**config.mk**
```make
export PLATFORM = sky130hd
export DESIGN_NAME = sright_shifter_n
export DESIGN_NICKNAME = d
export VERILOG_FILES = /design/src/rtl/sright_shifter_n.sv
export SDC_FILE = /design/constraint.sdc
export NUM_CORES = 1
export LEC_CHECK = 0
export BUFFER_PORTS_ARGS = -buffer_cell sky130_fd_sc_hd__buf_2
export CELL_PAD_IN_SITES_DETAIL_PLACEMENT = 0
export CELL_PAD_IN_SITES_GLOBAL_PLACEMENT = 1
export CORE_MARGIN = 4
export CORE_UTILIZATION = 46
export CTS_CLUSTER_DIAMETER = 150
export DETAILED_ROUTE_END_ITERATION = 8
export PLACE_DENSITY = 0.82
export SLEW_MARGIN = 20
export SYNTH_ARGS = -nofsm -noshare
export SYNTH_HDL_FRONTEND = slang
export SYNTH_SLANG_ARGS = --single-unit
export TNS_END_PERCENT = 100
```
**constraint.sdc**
```tcl
create_clock -name Clock -period 3.1 [get_ports Clock]
set_input_delay 0.31 -clock Clock [delete_from_list [all_inputs] [get_ports Clock]]
set_output_delay 0.31 -clock Clock [all_outputs]
set_load 0.05 [all_outputs]
```
**src/rtl/sright_shifter_n.sv**
```systemverilog
// Multi-channel sequential signed/unsigned right shifter, STEP bits per cycle.
// Optional round-half-up in arithmetic mode: define SRIGHT_SHIFTER_N_ROUND_EN.
module sright_shifter_n #(
  parameter int BW   = 16,
  parameter int CH   = 2,
  parameter int AW   = 5,
  parameter int STEP = 1
) (
  input  logic             Clock,
  input  logic             Reset,
  input  logic             Start,
  input  logic             Mode,
  input  logic [CH*BW-1:0] IN,
  input  logic [AW-1:0]    Amount,
  output logic [CH*BW-1:0] OUT,
  output logic             Busy,
  output logic             End
);

  localparam int RW = $clog2(BW + 1);

  typedef enum logic [1:0] {IDLE, SHIFT, DONE} state_t;

  state_t           state_q, state_d;
  logic [CH*BW-1:0] sh_q, sh_d;
  logic [CH*BW-1:0] out_q, out_d;
  logic             mode_q, mode_d;
  logic [RW-1:0]    rem_q, rem_d;
  logic             busy_q, busy_d;
  logic             end_q, end_d;
`ifdef SRIGHT_SHIFTER_N_ROUND_EN
  logic [CH-1:0]    round_q, round_d;
  logic [CH-1:0]    last_w;
`endif

  logic [RW-1:0]    eff;
  logic [RW-1:0]    step_s;
  logic [BW-1:0]    shifted_w [CH];
  logic [BW-1:0]    result_w  [CH];

  assign eff    = (Amount >= AW'(BW)) ? RW'(BW) : RW'(Amount);
  assign step_s = (rem_q > RW'(STEP)) ? RW'(STEP) : rem_q;

  for (genvar c = 0; c < CH; c++) begin : g_ch
    logic [BW-1:0]        word;
    logic signed [BW-1:0] asr;
    logic [BW-1:0]        lsr;

    assign word = sh_q[c*BW +: BW];
    // Separate signed/unsigned shifts keep the mux from forcing an unsigned >>>.
    assign asr  = $signed(word) >>> step_s;
    assign lsr  = word >> step_s;
    assign shifted_w[c] = mode_q ? asr : lsr;

`ifdef SRIGHT_SHIFTER_N_ROUND_EN
    logic [BW-1:0] pre;
    assign pre         = word >> (step_s - RW'(1));
    assign last_w[c]   = pre[0];
    assign result_w[c] = word + BW'(mode_q & round_q[c]);
`else
    assign result_w[c] = word;
`endif
  end

  always_comb begin
    state_d = state_q;
    sh_d    = sh_q;
    out_d   = out_q;
    mode_d  = mode_q;
    rem_d   = rem_q;
    busy_d  = busy_q;
    end_d   = 1'b0;
`ifdef SRIGHT_SHIFTER_N_ROUND_EN
    round_d = round_q;
`endif
    case (state_q)
      IDLE: begin
        if (Start) begin
          sh_d    = IN;
          mode_d  = Mode;
          rem_d   = eff;
          busy_d  = 1'b1;
`ifdef SRIGHT_SHIFTER_N_ROUND_EN
          round_d = '0;
`endif
          state_d = (eff != '0) ? SHIFT : DONE;
        end
      end
      SHIFT: begin
        for (int unsigned c = 0; c < CH; c++) begin
          sh_d[c*BW +: BW] = shifted_w[c];
        end
`ifdef SRIGHT_SHIFTER_N_ROUND_EN
        round_d = last_w;
`endif
        rem_d   = rem_q - step_s;
        state_d = (rem_q == step_s) ? DONE : SHIFT;
      end
      DONE: begin
        for (int unsigned c = 0; c < CH; c++) begin
          out_d[c*BW +: BW] = result_w[c];
        end
        end_d   = 1'b1;
        busy_d  = 1'b0;
        state_d = IDLE;
      end
      default: state_d = IDLE;
    endcase
  end

  always_ff @(posedge Clock or posedge Reset) begin
    if (Reset) begin
      state_q <= IDLE;
      sh_q    <= '0;
      out_q   <= '0;
      mode_q  <= 1'b0;
      rem_q   <= '0;
      busy_q  <= 1'b0;
      end_q   <= 1'b0;
`ifdef SRIGHT_SHIFTER_N_ROUND_EN
      round_q <= '0;
`endif
    end else begin
      state_q <= state_d;
      sh_q    <= sh_d;
      out_q   <= out_d;
      mode_q  <= mode_d;
      rem_q   <= rem_d;
      busy_q  <= busy_d;
      end_q   <= end_d;
`ifdef SRIGHT_SHIFTER_N_ROUND_EN
      round_q <= round_d;
`endif
    end
  end

  assign OUT  = out_q;
  assign Busy = busy_q;
  assign End  = end_q;

endmodule

```
== Yosys cells after proc, flatten, opt, wreduce, memory -nomap -nowiden ==
Cells that the tools add are included.

* $add $sub $neg: 1
* Magnitude comparators: 2
* Eq/ne operators: 4
* Shift operators: 4
* Mux-type cells: 15
* Reductions and logical operators: 7

{| class="wikitable"
|+ Operators with widths
! kind !! count
|-
| case mux 32 bit (2 select lines) || 1
|-
| two-way mux 16 bit || 2
|-
| two-way mux 32 bit || 1
|-
| right shift 16 x 5 -> 16 bit || 2
|-
| >>> shifter 16 x 5 -> 16 bit || 2
|-
| two-way mux 5 bit || 3
|-
| case mux 5 bit (2 select lines) || 1
|-
| two-way mux 2 bit || 3
|-
| AND reduction 2 bit || 3
|-
| == test 5 bit || 1
|-
| >= comparator 5 bit (second input constant) || 1
|-
| > comparator 5 x 1 -> 1 bit (second input constant) || 1
|-
| nonzero test 5 bit || 1
|-
| subtractor 5 bit || 1
|-
| case mux 2 bit (2 select lines) || 1
|-
| nonzero test 2 bit || 2
|-
| == test 2 x 1 -> 1 bit (second input constant) || 1
|-
| == test 2 bit (second input constant) || 1
|-
| logical NOT 2 bit || 1
|-
| two-way mux 1 bit || 2
|-
| != test 2 bit (second input constant) || 1
|-
| case mux 1 bit (2 select lines) || 1
|}

* Bits in registers: 74
* Bits of input ports: 41
* Output and inout bits: 34
* Logic and storage cells: 40

== Longest topological paths before layout ==
* Depth in word-level cells: 6
* Depth in mapped cells: 8
* Gate-level depth less buffers: 7

== Least setup slack after synthesis ==
No wires, ideal clock.

* Path type: flip-flop to flip-flop
* Start point: register rem_q[2]
* End point: register rem_q[4]
* Setup time: 85 ps
* Arrival: 1605 ps
* Required time: 3015 ps
* Path slack: 1410 ps
* Stages on the path, launching flop included: 8
* Buffers on the path: 0
* Period minus slack after synthesis: 1690 ps
* Path through: dfrtp_1 -> nor3_1 -> a21o_1 -> ha_1 -> or4_1 -> nor3_1 -> a21oi_1 -> o22ai_1

* Cells in the longest elaborated chain, start to end: 4

{| class="wikitable"
|+ Ends and longest elaborated chain
! item !! line !! text
|-
| start, declared || 28 || <nowiki>logic [RW-1:0] rem_q, rem_d;</nowiki>
|-
| start signal, assigned || 128 || <nowiki>rem_q <= rem_d;</nowiki>
|-
| > comparator 5 x 1 -> 1 bit || 42 || <nowiki>assign step_s = (rem_q > RW'(STEP)) ? RW'(STEP) : rem_q;</nowiki>
|-
| two-way mux 5 bit || 42 ||
|-
| subtractor 5 bit * || 96 || <nowiki>rem_d = rem_q - step_s;</nowiki>
|-
| case mux 5 bit (2 select lines) * || 76 || <nowiki>case (state_q)</nowiki>
|}

Every way passes the cells marked *; elsewhere a longest branch is shown, timed or not.
A chain may end at the register's enable or synchronous reset.

== Worst setup path in the final report ==
* Start point: register state_q[0]
* End point: register sh_q[13]

* Cells in the longest elaborated chain, start to end: 3
* Elaborated cells between the ends (all ways): 6

{| class="wikitable"
|+ Ends and longest elaborated chain
! item !! line !! text
|-
| start, declared || 24 || <nowiki>state_t state_q, state_d;</nowiki>
|-
| start signal, assigned || 124 || <nowiki>state_q <= state_d;</nowiki>
|-
| == test 2 x 1 -> 1 bit or logical NOT 2 bit (tied branches) || 76 ||
|-
| nonzero test 2 bit (no source line) or != test 2 bit (tied branches) || - ||
|-
| AND reduction 2 bit (no source line) || - ||
|-
| end signal, assigned || 114 || <nowiki>sh_q <= '0;</nowiki>
|-
| end signal, assigned || 125 || <nowiki>sh_q <= sh_d;</nowiki>
|-
| end, declared || 25 || <nowiki>logic [CH*BW-1:0] sh_q, sh_d;</nowiki>
|}

Several ways; a longest one is shown, not always the timed one.

==> run metrics <==
first-pass GRT wire length=11400 um; Avg WL per Cell=15.9 um; vias=2290; post-synthesis compound-gate area fraction=20.5%; Setup Fix Bufs, Post-CTS=0; post-synth top area share=57.8%; Yosys reg bits=74; post-synthesis sequential area ratio=57.8%; top cells by area, synth=dfrtp_1 58%, mux2_2 12%, a22o_1 7.4%; PD cells=1250 nW/um^2; layout cells sized above 1=40.5%; placed inst area=3660 sq um; Post-Synthesis Net Count=291; Synth async-reset ratio=100%; Setup crit end kind=flip-flop; Hold Buf Count CTS=0; clk root buf=clkbuf_8; Avg Inst Size Synth=12.9 sq um; Total Routing Usage GR=17.3%; IO Pins=75; Sink Count=74; Clk pin slew, worst setup/hold paths=0.08 ns; CTS max path bufs=2; Least-Margin Pin Slew=0.744 ns; crit-path cells=nor3b_4, buf_4, a22o_1, a21o_1; Setup CP Type=flip-flop to flip-flop; Die ar.=8360 sq um; filler cell count=596; Die H=91.4 um; post-synthesis adder-cell area fraction=0.391%; worst skew pair latency=0.35 ns; fmax=520 MHz; Setup Viol. Count Final=0; mux cell area share after synthesis=11.6%; final cell count without fillers=427; CTS tree=yes; Placeable Area=6790 sq um; final hold viol count=0; CP endpoint=sh_q[13]; Design Power=4810 uW; crit path time final=1.92 ns; status=completed; H-tree levels=3; largest family of logic cells by synthesized area=compound AO/OA/AOI/OAI gates; Post-DP HPWL=4700 um; post-synthesis xor/xnor area fraction=0%; row count=30; ANT nets after route=0; largest area contributor in the netlist=dfrtp_1; Ant. Diodes=0; Hold Path Class=primary input to asynchronous set/reset pin; count leader, synth=dfrtp_1; Synth Area in Simple Gates=5.94%; Worst setup SP type=flip-flop; DIE WIDTH=91.4 um; Worst EP arrival=2.21 ns; setup TNS=0 ns; Commonest cells post-synth=74 x dfrtp_1, 33 x mux2_2, 31 x a21o_1, 27 x a22o_1, 10 x nand2_1; synthesis-to-finish area growth=20.1%; Max FO, Critical Path=21; gr ovfl total=0; max-slew violation count=0; final wirelength=6780 um; WP depth=4; max_cap viols=0; Mapped Cells=249; Main synth FF type=dfrtp_1; r2r setup slk=1.18 ns; starting density of the core=47.1%; Crit. Startpoint=state_q[0]; Design Area, Final=3840 sq um; cell family with most CP delay=simple AND/OR/NAND/NOR gates; IO buf count=74; Worst Path Required=3.39 ns; synth unique cells=36; fin crit share=62.1%; cts repair resizes=0; first-pass iteration count of the detailed router=4; Worst Path Buf+Inv=1; largest net degree at the start of global routing=41; clk_skew=0.00554 ns; CP max stage delay=0.69 ns; reg2reg start=state_q[0]; worst-case reg-to-reg path depth=4; GP Congestion=0.762; Pleak=0.00203 uW; post-DR vias/cell=5.36; Worst VDD drop=0.000478 V; Post-synth EDFFs=0; slowest stage cell, crit path=nor3b_4; synth warn=0; Final nets=368; r2r endpoint=sh_q[13]; TritonCTS buffer count=9; vias in the first global route=2211; initial antenna violation count=0; DR iter-0 viols=130; Worst slew margin=50.4%; mapped cell area=3200 sq um; RSZ-0062 raised after global routing=false; DRC violations left=0; DP Cell Count=411
-- routing by layer --
metal | global-route usage, % | up-vias | share of wire, %
li1 | - | 1067 | -
met1 | 24.9 | 1154 | 50
met2 | 24.7 | 65 | 44
met3 | 5.55 | 4 | 5.5
met4 | 5.65 | 0 | 0.59
met5 | 0 | - | 0
-- worst register-to-register path: cells and delay by family (launching register included) --
family                 cells  cell delay (ns)
buffers and inverters      1             0.39
and+or+nand+nor            1             0.69
AOI/OAI and AO/OA          2             0.27
DFF                        1             0.53
-- power by group --
group / switching (uW) / internal [uW]
combinational: 1450 / 887
sequential: 346 / 1430
clock: 356 / 333
total: 2150 / 2650
-- registers in the layout, summed over array words and instances, names as in the netlist, named ones only --
register / flops
state_q: 2
sh_q: 30
mode_q: 1
OUT: 32
End: 1
Busy: 1
rem_q: 5
-- final cells by class --
class / count / area [sq um] / share of cell area, %
Clock inverter: 4 / 26.3 / 0.683
Tap cell: 96 / 120 / 3.12
Timing Repair Buffer: 80 / 428 / 11.1
Sequential cell: 74 / 1850 / 48.2
Clock buffer: 12 / 155 / 4.04
Inverter: 9 / 33.8 / 0.879
Multi-Input combinational cell: 152 / 1230 / 32.0
-- logic make-up after synthesis --
family	Yosys count
compound gates	86
fa+ha+maj	1
buf+inv	23
mux	33
flops	74
simple gates	32
-- stage by stage --
step / hold slack (ns) / utilization, % / setup WS (ns)
after floorplan: 0.427 / - / 0.908
after global placement: 0.461 / 53.9 / 1.20
after detailed placement: 0.464 / 53.9 / 1.17
after CTS: 0.103 / 56.6 / 1.16
after global routing: 0.143 / 56.6 / 0.989
final: 0.0891 / 56.6 / 1.18
-- worst min-delay path by stage --
stage,from,end,slack [ns],cells after the start
CTS,Reset,OUT[9],0.10,2
global placement,sh_q[0],sh_q[0],0.46,1
floorplan,IN[15],sh_q[15],0.43,2
detailed placement,Busy,Busy,0.46,1
finish,Reset,OUT[9],0.09,2
global route,Reset,OUT[9],0.14,2
-- placed cells by master, fill, tap and decap left out, types with 2 or more instances in the layout --
cell type  synthesis  layout
buf_4              0       5
nor3_1             5       5
dfrtp_1           74      74
nor4_1             2       2
mux2_2            33      33
a211oi_1           3       3
nand2_1           10      10
a22o_1            27      27
o21ai_0            7       7
o22ai_1            3       3
a21oi_1            6       6
inv_1              9       8
clkinv_2           0       2
a21o_1            31      31
nor2_1             5       5
buf_2              9      74
clkbuf_8           0      11
(Power assumes the default switching activity.)
